<file path="src/rtl/midi_encoder.sv">
`default_nettype none
// ============================================================================
// Module   : midi_encoder
// Purpose  : MIDI OUT event encoder. Accepts note/ctrl/prog/pitch/sysex
//            events over valid/ready, builds the MIDI frame and sends it
//            8N1, LSB first, one bit per CLK_DIV clocks.
// Options  : `define MIDI_ENC_RUNNING_STATUS_EN drops a channel status byte
//            when it repeats the last status sent.
// Revision : 1.0 - initial release
// ============================================================================
module midi_encoder #(
   parameter int         CLK_DIV = 800,
   parameter logic [7:0] SYX_ID  = 8'h7d,
   parameter logic [7:0] SYX_DEV = 8'h00
) (
   input  logic       CLOCK_25,
   input  logic       iRST,
   input  logic [3:0] midi_ch,
   input  logic       ev_valid,
   output logic       ev_ready,
   input  logic [2:0] ev_type,
   input  logic [7:0] ev_d1,
   input  logic [7:0] ev_d2,
   input  logic [7:0] ev_d3,
   output logic       midi_txd,
   output logic       byte_sent,
   output logic       frame_done
);

   localparam logic [2:0] c_IDLE  = 3'd0;
   localparam logic [2:0] c_LOAD  = 3'd1;
   localparam logic [2:0] c_START = 3'd2;
   localparam logic [2:0] c_DATA  = 3'd3;
   localparam logic [2:0] c_STOP  = 3'd4;
   localparam logic [2:0] c_DONE  = 3'd5;

   localparam int            c_BW        = $clog2(CLK_DIV);
   localparam logic [c_BW-1:0] c_BAUD_LAST = c_BW'(CLK_DIV - 1);
   localparam logic [c_BW-1:0] c_BAUD_ONE  = c_BW'(1);

   logic [2:0]      r_state;
   logic [2:0]      w_state_nxt;
   logic [c_BW-1:0] r_baud;
   logic [2:0]      r_bit;
   logic [2:0]      r_idx;
   logic [2:0]      r_last;
   logic [7:0]      r_shift;
   logic [2:0]      r_type;
   logic [3:0]      r_ch;
   logic [6:0]      r_d1;
   logic [6:0]      r_d2;
   logic [6:0]      r_d3;
   logic            w_accept;
   logic            w_baud_end;
   logic            w_reserved;
   logic            w_skip;
   logic [2:0]      w_last;
   logic [7:0]      w_byte;
   logic            w_unused_msb;

   // Status byte of a channel message (types 0-4)
   function automatic logic [7:0] f_status(input logic [2:0] t, input logic [3:0] ch);
      case (t)
         3'd0:    f_status = {4'h8, ch};
         3'd1:    f_status = {4'h9, ch};
         3'd2:    f_status = {4'hB, ch};
         3'd3:    f_status = {4'hC, ch};
         default: f_status = {4'hE, ch};
      endcase
   endfunction

   assign w_accept     = ev_valid & ev_ready;
   assign w_baud_end   = (r_baud == c_BAUD_LAST);
   assign w_reserved   = r_type[2] & r_type[1];
   assign w_unused_msb = ^{ev_d1[7], ev_d2[7], ev_d3[7]};

`ifdef MIDI_ENC_RUNNING_STATUS_EN
   logic [7:0] r_rs;
   logic       r_rs_vld;

   // Last status sent; sysex and reserved events invalidate it
   always_ff @(posedge CLOCK_25) begin
      if (iRST) begin
         r_rs     <= 8'h00;
         r_rs_vld <= 1'b0;
      end else if (w_accept) begin
         if (ev_type < 3'd5) begin
            r_rs     <= f_status(ev_type, midi_ch);
            r_rs_vld <= 1'b1;
         end else begin
            r_rs_vld <= 1'b0;
         end
      end
   end

   assign w_skip = r_rs_vld && (ev_type < 3'd5) && (r_rs == f_status(ev_type, midi_ch));
`else
   assign w_skip = 1'b0;
`endif

   // Index of the final byte for the event being accepted
   always_comb begin
      w_last = 3'd2;
      case (ev_type)
         3'd3:       w_last = 3'd1;
         3'd5:       w_last = 3'd6;
         3'd6, 3'd7: w_last = 3'd0;
         default:    w_last = 3'd2;
      endcase
   end

   // Byte selected by the frame index; data bytes carry bit7 = 0
   always_comb begin
      w_byte = 8'hFF;
      if (r_type == 3'd5) begin
         case (r_idx)
            3'd0:    w_byte = 8'hF0;
            3'd1:    w_byte = SYX_ID;
            3'd2:    w_byte = SYX_DEV;
            3'd3:    w_byte = {5'b0, r_d1[2:0]};
            3'd4:    w_byte = {1'b0, r_d2};
            3'd5:    w_byte = {1'b0, r_d3};
            default: w_byte = 8'hF7;
         endcase
      end else begin
         case (r_idx)
            3'd0:    w_byte = f_status(r_type, r_ch);
            3'd1:    w_byte = {1'b0, r_d1};
            default: w_byte = {1'b0, r_d2};
         endcase
      end
   end

   // State register
   always_ff @(posedge CLOCK_25) begin
      if (iRST) r_state <= c_IDLE;
      else      r_state <= w_state_nxt;
   end

   // Next-state decode
   always_comb begin
      w_state_nxt = r_state;
      case (r_state)
         c_IDLE:  if (w_accept) w_state_nxt = c_LOAD;
         c_LOAD:  w_state_nxt = w_reserved ? c_DONE : c_START;
         c_START: if (w_baud_end) w_state_nxt = c_DATA;
         c_DATA:  if (w_baud_end && (r_bit == 3'd7)) w_state_nxt = c_STOP;
         c_STOP:  if (w_baud_end) w_state_nxt = (r_idx == r_last) ? c_DONE : c_LOAD;
         c_DONE:  w_state_nxt = w_accept ? c_LOAD : c_IDLE;
         default: w_state_nxt = c_IDLE;
      endcase
   end

   // Output decode from state and shift register
   always_comb begin
      ev_ready   = (r_state == c_IDLE) || (r_state == c_DONE);
      midi_txd   = 1'b1;
      byte_sent  = (r_state == c_STOP) && w_baud_end;
      frame_done = (r_state == c_DONE);
      if (r_state == c_START)     midi_txd = 1'b0;
      else if (r_state == c_DATA) midi_txd = r_shift[0];
   end

   // Event latch, baud/bit/byte counters and shift register
   always_ff @(posedge CLOCK_25) begin
      if (iRST) begin
         r_baud  <= '0;
         r_bit   <= 3'd0;
         r_idx   <= 3'd0;
         r_last  <= 3'd0;
         r_shift <= 8'hFF;
         r_type  <= 3'd0;
         r_ch    <= 4'd0;
         r_d1    <= 7'd0;
         r_d2    <= 7'd0;
         r_d3    <= 7'd0;
      end else begin
         case (r_state)
            c_IDLE, c_DONE: begin
               if (w_accept) begin
                  r_type <= ev_type;
                  r_ch   <= midi_ch;
                  r_d1   <= ev_d1[6:0];
                  r_d2   <= ev_d2[6:0];
                  r_d3   <= ev_d3[6:0];
                  r_last <= w_last;
                  r_idx  <= w_skip ? 3'd1 : 3'd0;
               end
            end
            c_LOAD: begin
               r_shift <= w_byte;
               r_baud  <= '0;
               r_bit   <= 3'd0;
            end
            c_START: begin
               r_baud <= w_baud_end ? '0 : r_baud + c_BAUD_ONE;
            end
            c_DATA: begin
               if (w_baud_end) begin
                  r_baud  <= '0;
                  r_bit   <= r_bit + 3'd1;
                  r_shift <= {1'b1, r_shift[7:1]};
               end else begin
                  r_baud <= r_baud + c_BAUD_ONE;
               end
            end
            c_STOP: begin
               if (w_baud_end) begin
                  r_baud <= '0;
                  r_idx  <= r_idx + 3'd1;
               end else begin
                  r_baud <= r_baud + c_BAUD_ONE;
               end
            end
            default: ;
         endcase
      end
   end

endmodule
`default_nettype wire

</file>
<file path="config.mk">
export PLATFORM = sky130hd
export DESIGN_NAME = midi_encoder
export DESIGN_NICKNAME = d
export VERILOG_FILES = /design/src/rtl/midi_encoder.sv
export SDC_FILE = /design/constraint.sdc
export NUM_CORES = 1
export LEC_CHECK = 0
export ABC_AREA = 1
export CAP_MARGIN = 10
export CORE_ASPECT_RATIO = 1.25
export CORE_MARGIN = 3
export CORE_UTILIZATION = 47
export CTS_CLUSTER_SIZE = 24
export DETAILED_ROUTE_END_ITERATION = 10
export DONT_BUFFER_PORTS = 1
export GPL_ROUTABILITY_DRIVEN = 0
export GPL_TIMING_DRIVEN = 0
export PLACE_DENSITY = 0.58
export REMOVE_ABC_BUFFERS = 1
export SYNTH_ARGS = -nofsm -noshare
export SYNTH_HDL_FRONTEND = slang
export SYNTH_SLANG_ARGS = --single-unit
</file>
<file path="constraint.sdc">
create_clock -name CLOCK_25 -period 2.2 [get_ports CLOCK_25]
set_clock_uncertainty 0.1 [all_clocks]
set_input_delay 0.11 -clock CLOCK_25 [delete_from_list [all_inputs] [get_ports CLOCK_25]]
set_output_delay 0.11 -clock CLOCK_25 [all_outputs]
set_load 0.005 [all_outputs]
</file>
* Word-level counts from Yosys, hierarchy flattened
Index checks and enable logic that the tools add are counted.
W data, S select, Z words.
** Storage, ports and cells
- Word-level logic and storage cells :: 83
- Register bits after elaboration :: 58
- Input bits :: 34
- Output and inout bits :: 4
** Operators by class
- Reduce and logical (&&, ||, !) cells :: 16
- Bitwise operators :: 2
- Equal/unequal tests :: 27
- $add $sub $neg :: 3
- Multiplexer cells :: 24
** Operator list (number)
- $pmux W8 S6 :: 1
- $pmux W8 S2 :: 2
- $pmux W7 S4 :: 1
- $eq A3 B3 Y1 const B :: 9
- $mux W3 :: 9
- $eq A3 B2 Y1 const B :: 7
- $pmux W10 S2 :: 1
- $pmux W3 S6 :: 1
- $mux W8 :: 2
- $ne A2 B2 Y1 const B :: 6
- $pmux W3 S2 :: 2
- $add A10 B1 Y10 const B :: 1
- $eq A10 B10 Y1 const B :: 1
- $mux W10 :: 1
- $eq A3 B1 Y1 const B :: 3
- $logic_not A3 Y1 :: 3
- $pmux W3 S3 :: 1
- $add A3 B1 Y3 const B :: 2
- $reduce_bool A2 Y1 :: 3
- $reduce_and A2 Y1 :: 2
- $reduce_and A4 Y1 :: 1
- $reduce_or A2 Y1 :: 2
- $eq A3 B3 Y1 :: 1
- $mux W1 :: 3
- other kinds (5) :: 7

* Logic depth before layout (Yosys ltp)
- Depth in word-level cells :: 5
- Depth in mapped cells :: 13
- Depth with buffers taken out :: 12

* Worst setup path before layout
OpenSTA, ideal clock, no wires.
- Path type :: register to register
- From :: register r_baud[0]
- To :: register r_shift[6]
- Library setup time :: 0.112 ns
- Setup slack :: 0.643 ns
- Data required time :: 1.988 ns
- Data arrival time :: 1.345 ns
- Clock period less this slack :: 1.557 ns
- Path buffers :: 1
- Cell stages (with the launch flop) :: 10
- Cells stage by stage :: dfxtp_1 > ha_1 > nand2_1 > nor2_4 > nand4_2 > buf_6 > nand3_1 > nand2_1 > inv_1 > nand2_1
** Between the ends
- Longest elaborated chain between the ends :: 3
** Ends and longest elaborated chain
- from (decl) :: RTL line 43 : logic [c_BW-1:0] r_baud;
- from (signal assigned) :: RTL line 196 : r_baud <= w_baud_end ? '0 : r_baud + c_BAUD_ONE;
- from (signal assigned) :: RTL line 204 : r_baud <= r_baud + c_BAUD_ONE;
- from (signal assigned) :: RTL line 212 : r_baud <= r_baud + c_BAUD_ONE;
- $eq A10 B10 Y1 :: RTL line 73 : assign w_baud_end = (r_baud == c_BAUD_LAST);
- $ne A2 B2 Y1 (no source line)
- $reduce_and A2 Y1 (no source line)
- to (signal assigned) :: RTL line 191 : r_shift <= w_byte;
- to (signal assigned) :: RTL line 202 : r_shift <= {1'b1, r_shift[7:1]};
- to (decl) :: RTL line 47 : logic [7:0] r_shift;
Every way passes these cells.
A chain may end at the register's enable or synchronous reset.

* Worst setup path after layout
- From :: register r_baud[0]
- To :: output port byte_sent
** Between the ends
- Longest elaborated chain between the ends :: 2
** Ends and longest elaborated chain
- $eq A10 B10 Y1 :: RTL line 73
- $logic_and A1 B1 Y1 :: RTL line 158 : byte_sent = (r_state == c_STOP) && w_baud_end;
- to (decl) :: RTL line 26 : output logic byte_sent,
Every way passes these cells.

==> flow_metrics.py <==
metrics = {
    "status": {
        "status": "finished clean",
    },
    "synth": {
        "ys_types": 30,
        "syn_inst": 520,
        "syn_area_per_cell_um2": 6.323,
        "yosysWarningCount": 0,
        "synth_edf_count": 0,
        "synth_most_common_cell": "nand2_1",
        "synth_top_area_share_pct": 35.31,
        "syn_area_um2": 3288,
        "synth-async-reset-ratio_pct": 0,
        "synth-main-ff-cell": "dfxtp_1",
        "synth_top_cell_by_area": "dfxtp_1",
        "ys_seq_area_share_pct": 35.31,
        "ys_ff_latch": 58,
        "synth.area.top_cells": "dfxtp_1, nand2_1, nor2_1",
        "synth_common_cells": "nand2_1, nor2_1, dfxtp_1",
    },
    "timing": {
        "max_slew.worst_pin.slew_ns": 0.6590,
        "setup_viol": 0,
        "final.period_utilization_pct": 89.72,
        "fmax_ghz": 0.5066,
        "timing.hold.ws_ns": 0.1577,
        "rsz0062_at_grt": "false",
        "slew_viol_final": 0,
        "min_period_ns": 1.974,
        "hold_viol_final": 0,
        "slew_headroom_pct": 55.92,
        "fin_tns_setup_ns": 0,
    },
    "clock_tree": {
        "cts_buffers": 9,
        "cts.clk_slew.worst_paths_ns": 0.07,
        "cts_tree": "built",
        "cts-root-buf": "clkbuf_8",
        "clkSinkCount": 58,
        "cts_buffer_depth": 2,
        "htree_levels": 3,
        "clk_latency_ns": 0.34,
    },
    "grt": {
        "grt_usage_pct": 21.96,
        "overflow": 0,
        "grt_pass1_vias": 3142,
        "antenna_found_initial": 0,
        "grt_pass1_wl_mm": 13.99,
        "grt_max_degree": 45,
    },
    "min_path": {
        "min_to": "r_type[1]$_SDFFE_PP0P_",
        "whs_path_depth": 3,
        "holdCritStartpoint": "ev_valid",
        "hp-class": "input pin to register",
    },
    "route": {
        "vias": 3179,
        "viasPerCell": 4.991,
        "route.detailed.drc": 0,
        "ant_nets": 0,
        "drt_iter0_drc": 181,
        "drt_wl_total_mm": 7.976,
        "firstDrtPassIters": 4,
        "avgRoutedWirePerCell_um": 12.52,
    },
    "critical_path": {
        "setup.worst_path.start_class": "register",
        "reg2reg_depth": 7,
        "crit_arrival_ns": 1.76,
        "r2r_slack_ns": 0.24,
        "r2r-start": "r_state[2]$_SDFFE_PP0P_",
        "path_max_fanout": 6,
        "cp-end-kind": "output pin",
        "crit_required_ns": 1.99,
        "r2r_end": "r_last[1]$_SDFFE_PP0P_",
        "crit_type": "register to output pin",
    },
    "pwr": {
        "p_leak_nw": 1.793,
        "power_mw": 3.827,
        "vdd.ir_drop.worst_uv": 692.9,
        "powerDensity_nw_per_um2": 994.9,
    },
    "floorplan": {
        "initial_utilization_pct": 49.16,
        "ios": 38,
        "die_w_um": 80.81,
        "core_area_um2": 6689,
        "die_h_um": 99.52,
        "dieArea_um2": 8042,
        "rows": 33,
    },
    "final_layout": {
        "fillers": 717,
        "final_area_um2": 3846,
        "area_growth_pct": 16.97,
        "drive_above_1_share_pct": 6.909,
        "seq_area_um2": 1161,
        "fin_cells": 637,
        "multiInputGateArea_um2": 1823,
        "diodes": 0,
        "fin_nets": 588,
    },
    "flow_run": {
        "max-cap-violations": 0,
    },
    "placement": {
        "hpwl_mm": 5.497,
        "post-place-cells": 590,
        "buffer_ports.inserted": 0,
        "dpl_cell_area_um2": 3282,
    },
}
## registers in the layout, summed over array words and instances (netlist names)
| signal | count |
|---|---|
| r_type | 3 |
| r_last | 3 |
| r_d1 | 7 |
| r_state | 3 |
| r_baud | 10 |
| r_bit | 3 |
| r_idx | 3 |
| r_d2 | 7 |
| r_shift | 8 |
| r_ch | 4 |
| r_d3 | 7 |
## through the flow
stage	setup WS (ns)	util [%]
4_1_cts	0.1425	56.92
2_1_floorplan	0.3267	-
5_1_grt	0.03447	57.50
3_3_place_gp	-0.1590	49.06
6_report	0.2261	57.50
3_5_place_dp	-0.2283	49.06
## layout by cell type, fill, tap and decap left out, types with 6 or more instances in the layout
cell / instances
o21ai_0: 24
nand3b_1: 6
o21ai_1: 7
dfxtp_1: 58
nand2_1: 161
ha_1: 8
a21oi_1: 30
dlygate4sd3_1: 31
inv_1: 49
clkbuf_8: 9
o21ai_2: 6
nand3_1: 37
nor2_1: 90
## worst max-delay path by stage
stage	start	to	slack (ns)	depth (start not counted)
floorplan	r_state[2]$_SDFFE_PP0P_	r_last[1]$_SDFFE_PP0P_	0.33	7
CTS	r_baud[0]$_SDFFE_PP0P_	r_bit[2]$_SDFFE_PP0P_	0.14	8
detailed placement	r_state[2]$_SDFFE_PP0P_	r_last[1]$_SDFFE_PP0P_	-0.23	7
global route	r_state[2]$_SDFFE_PP0P_	r_last[1]$_SDFFE_PP0P_	0.03	7
finish	r_baud[0]$_SDFFE_PP0P_	byte_sent	0.23	5
global placement	r_state[2]$_SDFFE_PP0P_	r_last[1]$_SDFFE_PP0P_	-0.16	7
## report_power, final
part           internal (mW)  switching (mW)  total (mW)
registers               1.32           0.182        1.50
clock network          0.630           0.433        1.06
logic                  0.451           0.808        1.26
## worst max-delay path, cell delays in order (launching register included)
cell     delay, ns
dfxtp_1       0.37
ha_1          0.18
nand2_1       0.14
nor2_4        0.23
nand3_1       0.17
nor2_1        0.34
## area by class of cell
| class | count | share of cell area [%] |
|---|---|---|
| multi-input cells | 391 | 47.40 |
| clock buffers | 10 | 3.318 |
| well taps | 87 | 2.830 |
| flip-flops and latches | 58 | 30.19 |
| inverters | 54 | 5.400 |
| repair buffers | 32 | 8.783 |
| clock inverters | 5 | 2.082 |
## routing by layer
metal / GRT usage (%) / vias to the layer above / wire (um) / share of wire [%]
li1: - / 1690 / - / -
met1: 26.00 / 1399 / 3558 / 45
met2: 38.20 / 71 / 3929 / 49
met3: 3.261 / 19 / 269 / 3.4
met4: 10.40 / 0 / 218 / 2.7
met5: 0 / - / 0 / 0
## repair_timing
action                                  4_1_cts  5_1_grt
endpoints found under the setup margin       26        5
resized for setup                             2        2
hold buffers                                 31        0
setup buffers                                 0        0
pin swaps                                     0        0
hold endpoints to repair                     43        0
## cells by family (layout without fill, tap and decap cells)
logic type / Yosys count / after routing / synth area share (%)
AOI/OAI and AO/OA: 72 / 72 / 12.14
xor gates and xnor gates: 2 / 2 / 0.5328
adders and majority gates: 8 / 8 / 3.044
buffers and inverters: 71 / 101 / 9.664
DFF: 58 / 58 / 35.31
and+or+nand+nor: 309 / 309 / 39.31
No activity file was read; power rests on OpenSTA's default activity.
